$ cat config.mk
export PLATFORM = sky130hd
export DESIGN_NAME = keypad_scanner
export DESIGN_NICKNAME = d
export VERILOG_FILES = /design/src/rtl/keypad_scanner.sv
export SDC_FILE = /design/constraint.sdc
export NUM_CORES = 1
export LEC_CHECK = 0
export CORE_ASPECT_RATIO = 1.1
export CORE_UTILIZATION = 30
export DETAILED_ROUTE_END_ITERATION = 12
export PLACE_DENSITY = 0.5
export SETUP_SLACK_MARGIN = 0.1
export SYNTH_ARGS = -nofsm -noshare
export SYNTH_HDL_FRONTEND = slang
export SYNTH_SLANG_ARGS = --single-unit
$ cat constraint.sdc
create_clock -name clock -period 1.85 [get_ports clock]
set_input_delay 0.4625 -clock clock [delete_from_list [all_inputs] [get_ports clock]]
set_output_delay 0.4625 -clock clock [all_outputs]
set_load 0.1 [all_outputs]
$ cat src/rtl/keypad_scanner.sv
// keypad_scanner: scans a 4x4 active-low matrix keypad, synchronises and
// debounces the rows, and turns each accepted press into one command strobe
// on key_input/user_value/key_valid for gamelogic_top.
//
// Optional feature: define KEYPAD_REPEAT_EN to auto-repeat the arrow keys
// (UP/DOWN/LEFT/RIGHT) while they are held. Without it, exactly one strobe
// is produced per press and no repeat logic is built.
//
// Interface: key_valid is a one-cycle strobe with no back-pressure. While it
// is high, key_input carries the command code and user_value the digit
// (0 for non-digit codes). user_value then holds until the next strobe, and
// key_input returns to 0.
module keypad_scanner #(
    parameter int SCAN_DIV        = 16,
    parameter int DEBOUNCE_CYCLES = 50000,
    parameter int REPEAT_DELAY    = 25000000,
    parameter int REPEAT_PERIOD   = 5000000
) (
    input  logic       clock,
    input  logic       reset,
    input  logic [3:0] row_in,
    output logic [3:0] col_out,
    output logic [3:0] key_input,
    output logic [3:0] user_value,
    output logic       key_valid
);

    localparam int DIV_W = $clog2(SCAN_DIV);
    localparam int DEB_W = $clog2(DEBOUNCE_CYCLES + 1);

    localparam logic [3:0] CMD_DIGIT  = 4'd1;
    localparam logic [3:0] CMD_UP     = 4'd2;
    localparam logic [3:0] CMD_CLEAR  = 4'd6;
    localparam logic [3:0] CMD_SELECT = 4'd7;
    localparam logic [3:0] CMD_ENTER  = 4'd8;

    // Reject parameter values the timing scheme cannot support: the row
    // sample needs two synchroniser cycles after the column switches.
    if (SCAN_DIV < 4 || DEBOUNCE_CYCLES < 1 || REPEAT_DELAY < 1 || REPEAT_PERIOD < 1) begin : g_param_check
        $error("keypad_scanner: illegal parameter value");
    end

    typedef enum logic [1:0] {
        ST_SCAN,
        ST_DEBOUNCE,
        ST_EMIT,
        ST_RELEASE
    } state_t;

    state_t           state;
    state_t           next_state;
    logic [3:0]       row_s1;
    logic [3:0]       row_s2;
    logic [1:0]       col_idx;
    logic [1:0]       row_idx;
    logic [3:0]       row_pat;
    logic [DIV_W-1:0] div_cnt;
    logic [DEB_W-1:0] deb_cnt;

    logic [3:0]       low_rows;
    logic             one_low;
    logic [1:0]       low_idx;
    logic             scan_last;
    logic             cnt_last;
    logic             pat_match;
    logic             all_high;
    logic [3:0]       cmd_code;
    logic [3:0]       cmd_digit;

    assign low_rows  = ~row_s2;
    assign scan_last = (div_cnt == DIV_W'(SCAN_DIV - 1));
    assign cnt_last  = (deb_cnt == DEB_W'(DEBOUNCE_CYCLES - 1));
    assign pat_match = (row_s2 == row_pat);
    assign all_high  = (row_s2 == 4'hF);

`ifdef KEYPAD_REPEAT_EN
    localparam int REP_MAX = (REPEAT_DELAY > REPEAT_PERIOD) ? REPEAT_DELAY : REPEAT_PERIOD;
    localparam int REP_W   = $clog2(REP_MAX + 1);

    logic [REP_W-1:0] rep_cnt;
    logic             rep_active;
    logic             rep_first;
    logic             rep_fire;
    logic             is_dir;

    // Arrow keys all live in column 3.
    assign is_dir   = (col_idx == 2'd3);
    assign rep_fire = rep_active && pat_match &&
                      (rep_cnt == (rep_first ? REP_W'(REPEAT_DELAY - 1) : REP_W'(REPEAT_PERIOD - 1)));
`endif

    // Classify the synchronised row sample: exactly one low row, and which.
    always_comb begin
        one_low = (low_rows != 4'd0) && ((low_rows & (low_rows - 4'd1)) == 4'd0);
        low_idx = 2'd0;
        for (int i = 3; i >= 0; i--) begin
            if (low_rows[i]) low_idx = 2'(i);
        end
    end

    // Translate the latched (row, column) into a command code and digit.
    always_comb begin
        cmd_code  = 4'd0;
        cmd_digit = 4'd0;
        if (col_idx != 2'd3 && row_idx != 2'd3) begin
            cmd_code  = CMD_DIGIT;
            cmd_digit = {2'b00, row_idx} * 4'd3 + {2'b00, col_idx} + 4'd1;
        end else if (col_idx == 2'd3) begin
            cmd_code = CMD_UP + {2'b00, row_idx};
        end else begin
            case (col_idx)
                2'd0:    cmd_code = CMD_SELECT;
                2'd1:    cmd_code = CMD_CLEAR;
                default: cmd_code = CMD_ENTER;
            endcase
        end
    end

    // FSM state register.
    always_ff @(posedge clock) begin
        if (reset) state <= ST_SCAN;
        else       state <= next_state;
    end

    // FSM next-state decision.
    always_comb begin
        next_state = state;
        case (state)
            ST_SCAN: begin
                if (scan_last && one_low) next_state = ST_DEBOUNCE;
            end
            ST_DEBOUNCE: begin
                if (!pat_match)    next_state = ST_SCAN;
                else if (cnt_last) next_state = ST_EMIT;
            end
            ST_EMIT: begin
                next_state = ST_RELEASE;
            end
            ST_RELEASE: begin
                if (all_high && cnt_last) next_state = ST_SCAN;
`ifdef KEYPAD_REPEAT_EN
                else if (rep_fire)        next_state = ST_EMIT;
`endif
            end
            default: next_state = ST_SCAN;
        endcase
    end

    // Row synchroniser, column stepping, press latch and debounce counting.
    always_ff @(posedge clock) begin
        if (reset) begin
            row_s1  <= 4'hF;
            row_s2  <= 4'hF;
            col_idx <= 2'd0;
            row_idx <= 2'd0;
            row_pat <= 4'hF;
            div_cnt <= '0;
            deb_cnt <= '0;
        end else begin
            row_s1 <= row_in;
            row_s2 <= row_s1;
            case (state)
                ST_SCAN: begin
                    if (scan_last) begin
                        div_cnt <= '0;
                        if (one_low) begin
                            row_idx <= low_idx;
                            row_pat <= row_s2;
                            deb_cnt <= '0;
                        end else begin
                            col_idx <= col_idx + 2'd1;
                        end
                    end else begin
                        div_cnt <= div_cnt + 1'b1;
                    end
                end
                ST_DEBOUNCE: begin
                    if (!pat_match) begin
                        deb_cnt <= '0;
                        col_idx <= col_idx + 2'd1;
                    end else if (cnt_last) begin
                        deb_cnt <= '0;
                    end else begin
                        deb_cnt <= deb_cnt + 1'b1;
                    end
                end
                ST_EMIT: begin
                    deb_cnt <= '0;
                end
                ST_RELEASE: begin
                    if (!all_high) begin
                        deb_cnt <= '0;
                    end else if (cnt_last) begin
                        deb_cnt <= '0;
                        col_idx <= col_idx + 2'd1;
                    end else begin
                        deb_cnt <= deb_cnt + 1'b1;
                    end
                end
                default: ;
            endcase
        end
    end

    // user_value is loaded as the strobe starts so it is valid alongside it.
    always_ff @(posedge clock) begin
        if (reset)                     user_value <= 4'd0;
        else if (next_state == ST_EMIT) user_value <= cmd_digit;
    end

`ifdef KEYPAD_REPEAT_EN
    // Auto-repeat timing: counts held cycles since the last strobe while the
    // original arrow-key pattern stays present; any other sample cancels it.
    always_ff @(posedge clock) begin
        if (reset) begin
            rep_cnt    <= '0;
            rep_active <= 1'b0;
            rep_first  <= 1'b0;
        end else begin
            case (state)
                ST_DEBOUNCE: begin
                    rep_first  <= 1'b1;
                    rep_active <= 1'b0;
                    rep_cnt    <= '0;
                end
                ST_EMIT: begin
                    rep_cnt    <= REP_W'(1);
                    rep_active <= is_dir;
                end
                ST_RELEASE: begin
                    if (!pat_match)      rep_active <= 1'b0;
                    else if (rep_active) rep_cnt    <= rep_cnt + 1'b1;
                    if (rep_fire)        rep_first  <= 1'b0;
                end
                default: begin
                    rep_active <= 1'b0;
                    rep_cnt    <= '0;
                end
            endcase
        end
    end
`endif

    // Column drive and strobe outputs follow the registered state directly.
    assign col_out   = ~(4'b0001 << col_idx);
    assign key_valid = (state == ST_EMIT);
    assign key_input = key_valid ? cmd_code : 4'd0;

endmodule
==> flow_summary.yaml <==
final_layout:
  fin_util: 0.488
  drive_gt1_frac: 0.432
  diodes: 0
  fin_area_sq_mm: 0.00364
  nets: 376
  stdcell_count: 464
  area_growth_pct: 57.4
pwr:
  p_per_area_mw_per_mm2: 447
  clockPowerShare: 0.367
  combinationalPowerShare: 0.066
  switchingPower_mw: 0.397
  netSwitchingFraction: 0.243
  p_seq_frac: 0.567
  irDropWorstVdd_mv: 0.388
  cellInternalPower_mw: 1.23
  leakage_nw: 1.37
setup_path:
  crit_path_start_kind: "flop"
  max_stage_delay_ns: 0.37
  r2r_cells: 7
  worstSetupPathType: "flop to output pin"
  r2r_slack_ns: -0.12
  rr_endpoint: "user_value[1]"
  crit_chain: "ha_4 > nor2b_4 > buf_6 > a221oi_4 > buf_12"
  r2r-start: "col_idx[1]"
  arrival_ns: 1.56
  crit_path_max_fanout: 2
  required_ns: 1.39
  slowest_stage: "dfxtp_4"
  setup.worst_path.end_class: "output pin"
logic_synthesis:
  ys_seq_area_frac: 0.363
  synthTopCellsByCount: "42 x dfxtp_1, 33 x nand2_1, 24 x nor2_1"
  ys_types: 44
  synth_area_leaders: "dfxtp_1 36%, ha_1 5.4%, nand2_1 5.3%, o21ai_0 4.1%, nor2_1 3.9%"
  synth_edf_count: 0
  yosysTopAreaCellShare: 0.363
  synth_area_sq_mm: 0.00232
  yosys_most_used_dff: "dfxtp_1"
  async_flop_share: 0
  synth_top_cell_by_area: "dfxtp_1"
  avgSynthCellArea_sq_um: 8.10
  ys_warn_count: 0
  yosys_register_bits: 42
  syn_nets: 304
  yosysMostFrequentCell: "dfxtp_1"
  synthCells: 286
sta:
  tns_ns: -0.872
  finalHoldViolations: 0
  post-route-period-util: 1.09
  fin_skew_ns: 0.0111
  period_minus_slack_ns: 2.02
  grt_setup_unrepaired: "yes"
  fmax_mhz: 495
  setup_slack_ns: -0.170
  slew_headroom: 0.715
  tightest_slew_ns: 0.426
  slew_viol_final: 0
  setup_violations: 9
placement:
  dp_hpwl_mm: 4.04
  dp.cells: 441
  globalplace.congestion: 0.789
  dpl_cell_area_sq_mm: 0.00313
  dpl_worst_slack_ns: -0.269
  io_buffers: 18
grt:
  grt_max_degree: 29
  first_global_vias: 2163
  grt_usage: 0.154
  antenna_found_initial: 0
  met1_usage: 0.190
  grt_util_met2: 0.267
  grt_pass1_wl_mm: 9.83
  overflow: 0
  grt-busiest-layer: "met2"
  met3_usage: 0.0237
floorplan:
  ios: 19
  die_area_sq_mm: 0.00808
  initial_core_util: 0.310
  core-area_sq_mm: 0.00747
  rows: 33
  die_x_microns: 85.8
  die_h_microns: 94.2
cts:
  cts-root-buf: "clkbuf_8"
  clock-sinks: 42
  clock_path_buffers: 2
  cts_tree: "yes"
  clkTransAtPathRegs_ns: 0.09
  insertion_delay_ns: 0.30
  cts_buffers: 5
  htreeDepth: 2
drt:
  drtAntennaViolNets: 0
  avgRoutedWirePerCell_microns: 12.7
  initialDrtViolationCount: 89
  vias: 2321
  routed_wl_mm: 5.89
  drc: 0
  first_pass_iters: 4
  via_per_inst: 5.00
worst_hold_path:
  hold_path.class: "flop to flop"
  min_from: "row_s1[1]"
  worstHoldPathCells: 1
  min_to: "row_s2[1]"
run:
  drv_cap: 0
run_status:
  status: "finished, violations left"
  failed_checks: "negative setup slack"
## worst max path at each step
stage	start	endpoint	slack [ns]	cells after the start
2_1_floorplan	col_idx[0]	key_input[0]	-0.64	4
3_3_place_gp	row_s2[1]	deb_cnt[14]	-0.25	5
3_5_place_dp	row_s2[1]	deb_cnt[14]	-0.27	5
4_1_cts	row_idx[1]	key_input[0]	-0.17	5
5_1_grt	row_idx[0]	key_input[0]	-0.22	5
6_report	row_idx[0]	key_input[0]	-0.17	5
## cell families (layout without fill, tap and decap cells)
kind of cell / Yosys count / after routing / synth area share
AOI/OAI and AO/OA: 55 / 55 / 0.142
xor gates and xnor gates: 9 / 9 / 0.0340
adders and majority gates: 12 / 12 / 0.0713
buffers and inverters: 30 / 103 / 0.0508
muxes: 9 / 9 / 0.0394
and+or+nand+nor: 129 / 129 / 0.299
DFF: 42 / 42 / 0.363
## final cells by class
cell class	count	area, sq um
tap	105	131
fill	721	3830
timing repair buffer	80	831
sequential	42	872
clock inverter	2	13.8
multi-input combinational	214	1660
inverter	15	67.6
clock buffer	6	72.6
## placed cells by master, fill, tap and decap left out, types with 2 or more instances in the layout
cell             instances
buf_4                   52
nand2_1                 31
dfxtp_1                 25
nor2_1                  22
o21ai_1                 15
buf_12                  15
dfxtp_2                 13
a21oi_1                 11
nand3_1                  9
or2_2                    9
nor3_1                   8
mux2i_1                  8
buf_6                    8
inv_1                    7
xnor2_1                  6
nand4b_1                 6
nand4_1                  6
a21oi_2                  5
a41oi_1                  5
ha_4                     5
clkbuf_8                 5
clkdlybuf4s50_1          5
and3_1                   4
nor4_1                   4
ha_1                     4
dfxtp_4                  4
inv_4                    3
inv_2                    3
nor4_2                   3
a31oi_1                  3
o21ai_0                  3
nand2b_4                 2
nand2b_1                 2
o211ai_1                 2
nand3_4                  2
nand3b_1                 2
nand2_2                  2
nor4bb_4                 2
xor2_1                   2
## metal layers
metal | wire length (microns) | share of wire
met1 | 2700 | 0.46
met2 | 2940 | 0.50
met3 | 164 | 0.028
met4 | 83 | 0.014
met5 | 0 | 0
## through the flow
stage	hold slack [ns]	power [mW]
6_report	0.414	1.63
5_1_grt	0.434	1.72
4_1_cts	0.418	1.66
3_5_place_dp	0.396	1.06
3_3_place_gp	0.393	1.05
2_1_floorplan	0.389	1.01
## critical path, delay by kind of cell, from the launching register on
kind                     cells  cell delay, ns
flip-flops                   1            0.37
buffers and inverters        2            0.32
AND/OR/NAND/NOR              1            0.13
AO/OA/AOI/OAI                1            0.28
adder cells (fa/ha/maj)      1            0.16
## timing repair
action	4_1_cts	5_1_grt
buffers inserted	15	2
resized for setup	45	51
setup endpoints to repair	26	38
pin swaps	16	9
hold buffers	0	0
## power groups by stage
stage	clock, mW	combinational, mW	sequential, mW
floorplan	0	0.0634	0.944
global placement	0	0.104	0.950
detailed placement	0	0.105	0.952
CTS	0.626	0.107	0.924
global route	0.669	0.120	0.928
finish	0.598	0.107	0.925
## state kept, by name, indices dropped and copies added (netlist names)
| register | count |
|---|---|
| col_idx | 2 |
| deb_cnt | 16 |
| div_cnt | 4 |
| row_idx | 2 |
| row_pat | 4 |
| row_s1 | 4 |
| row_s2 | 4 |
| state | 2 |
| user_value | 4 |
(Power assumes the default switching activity.)
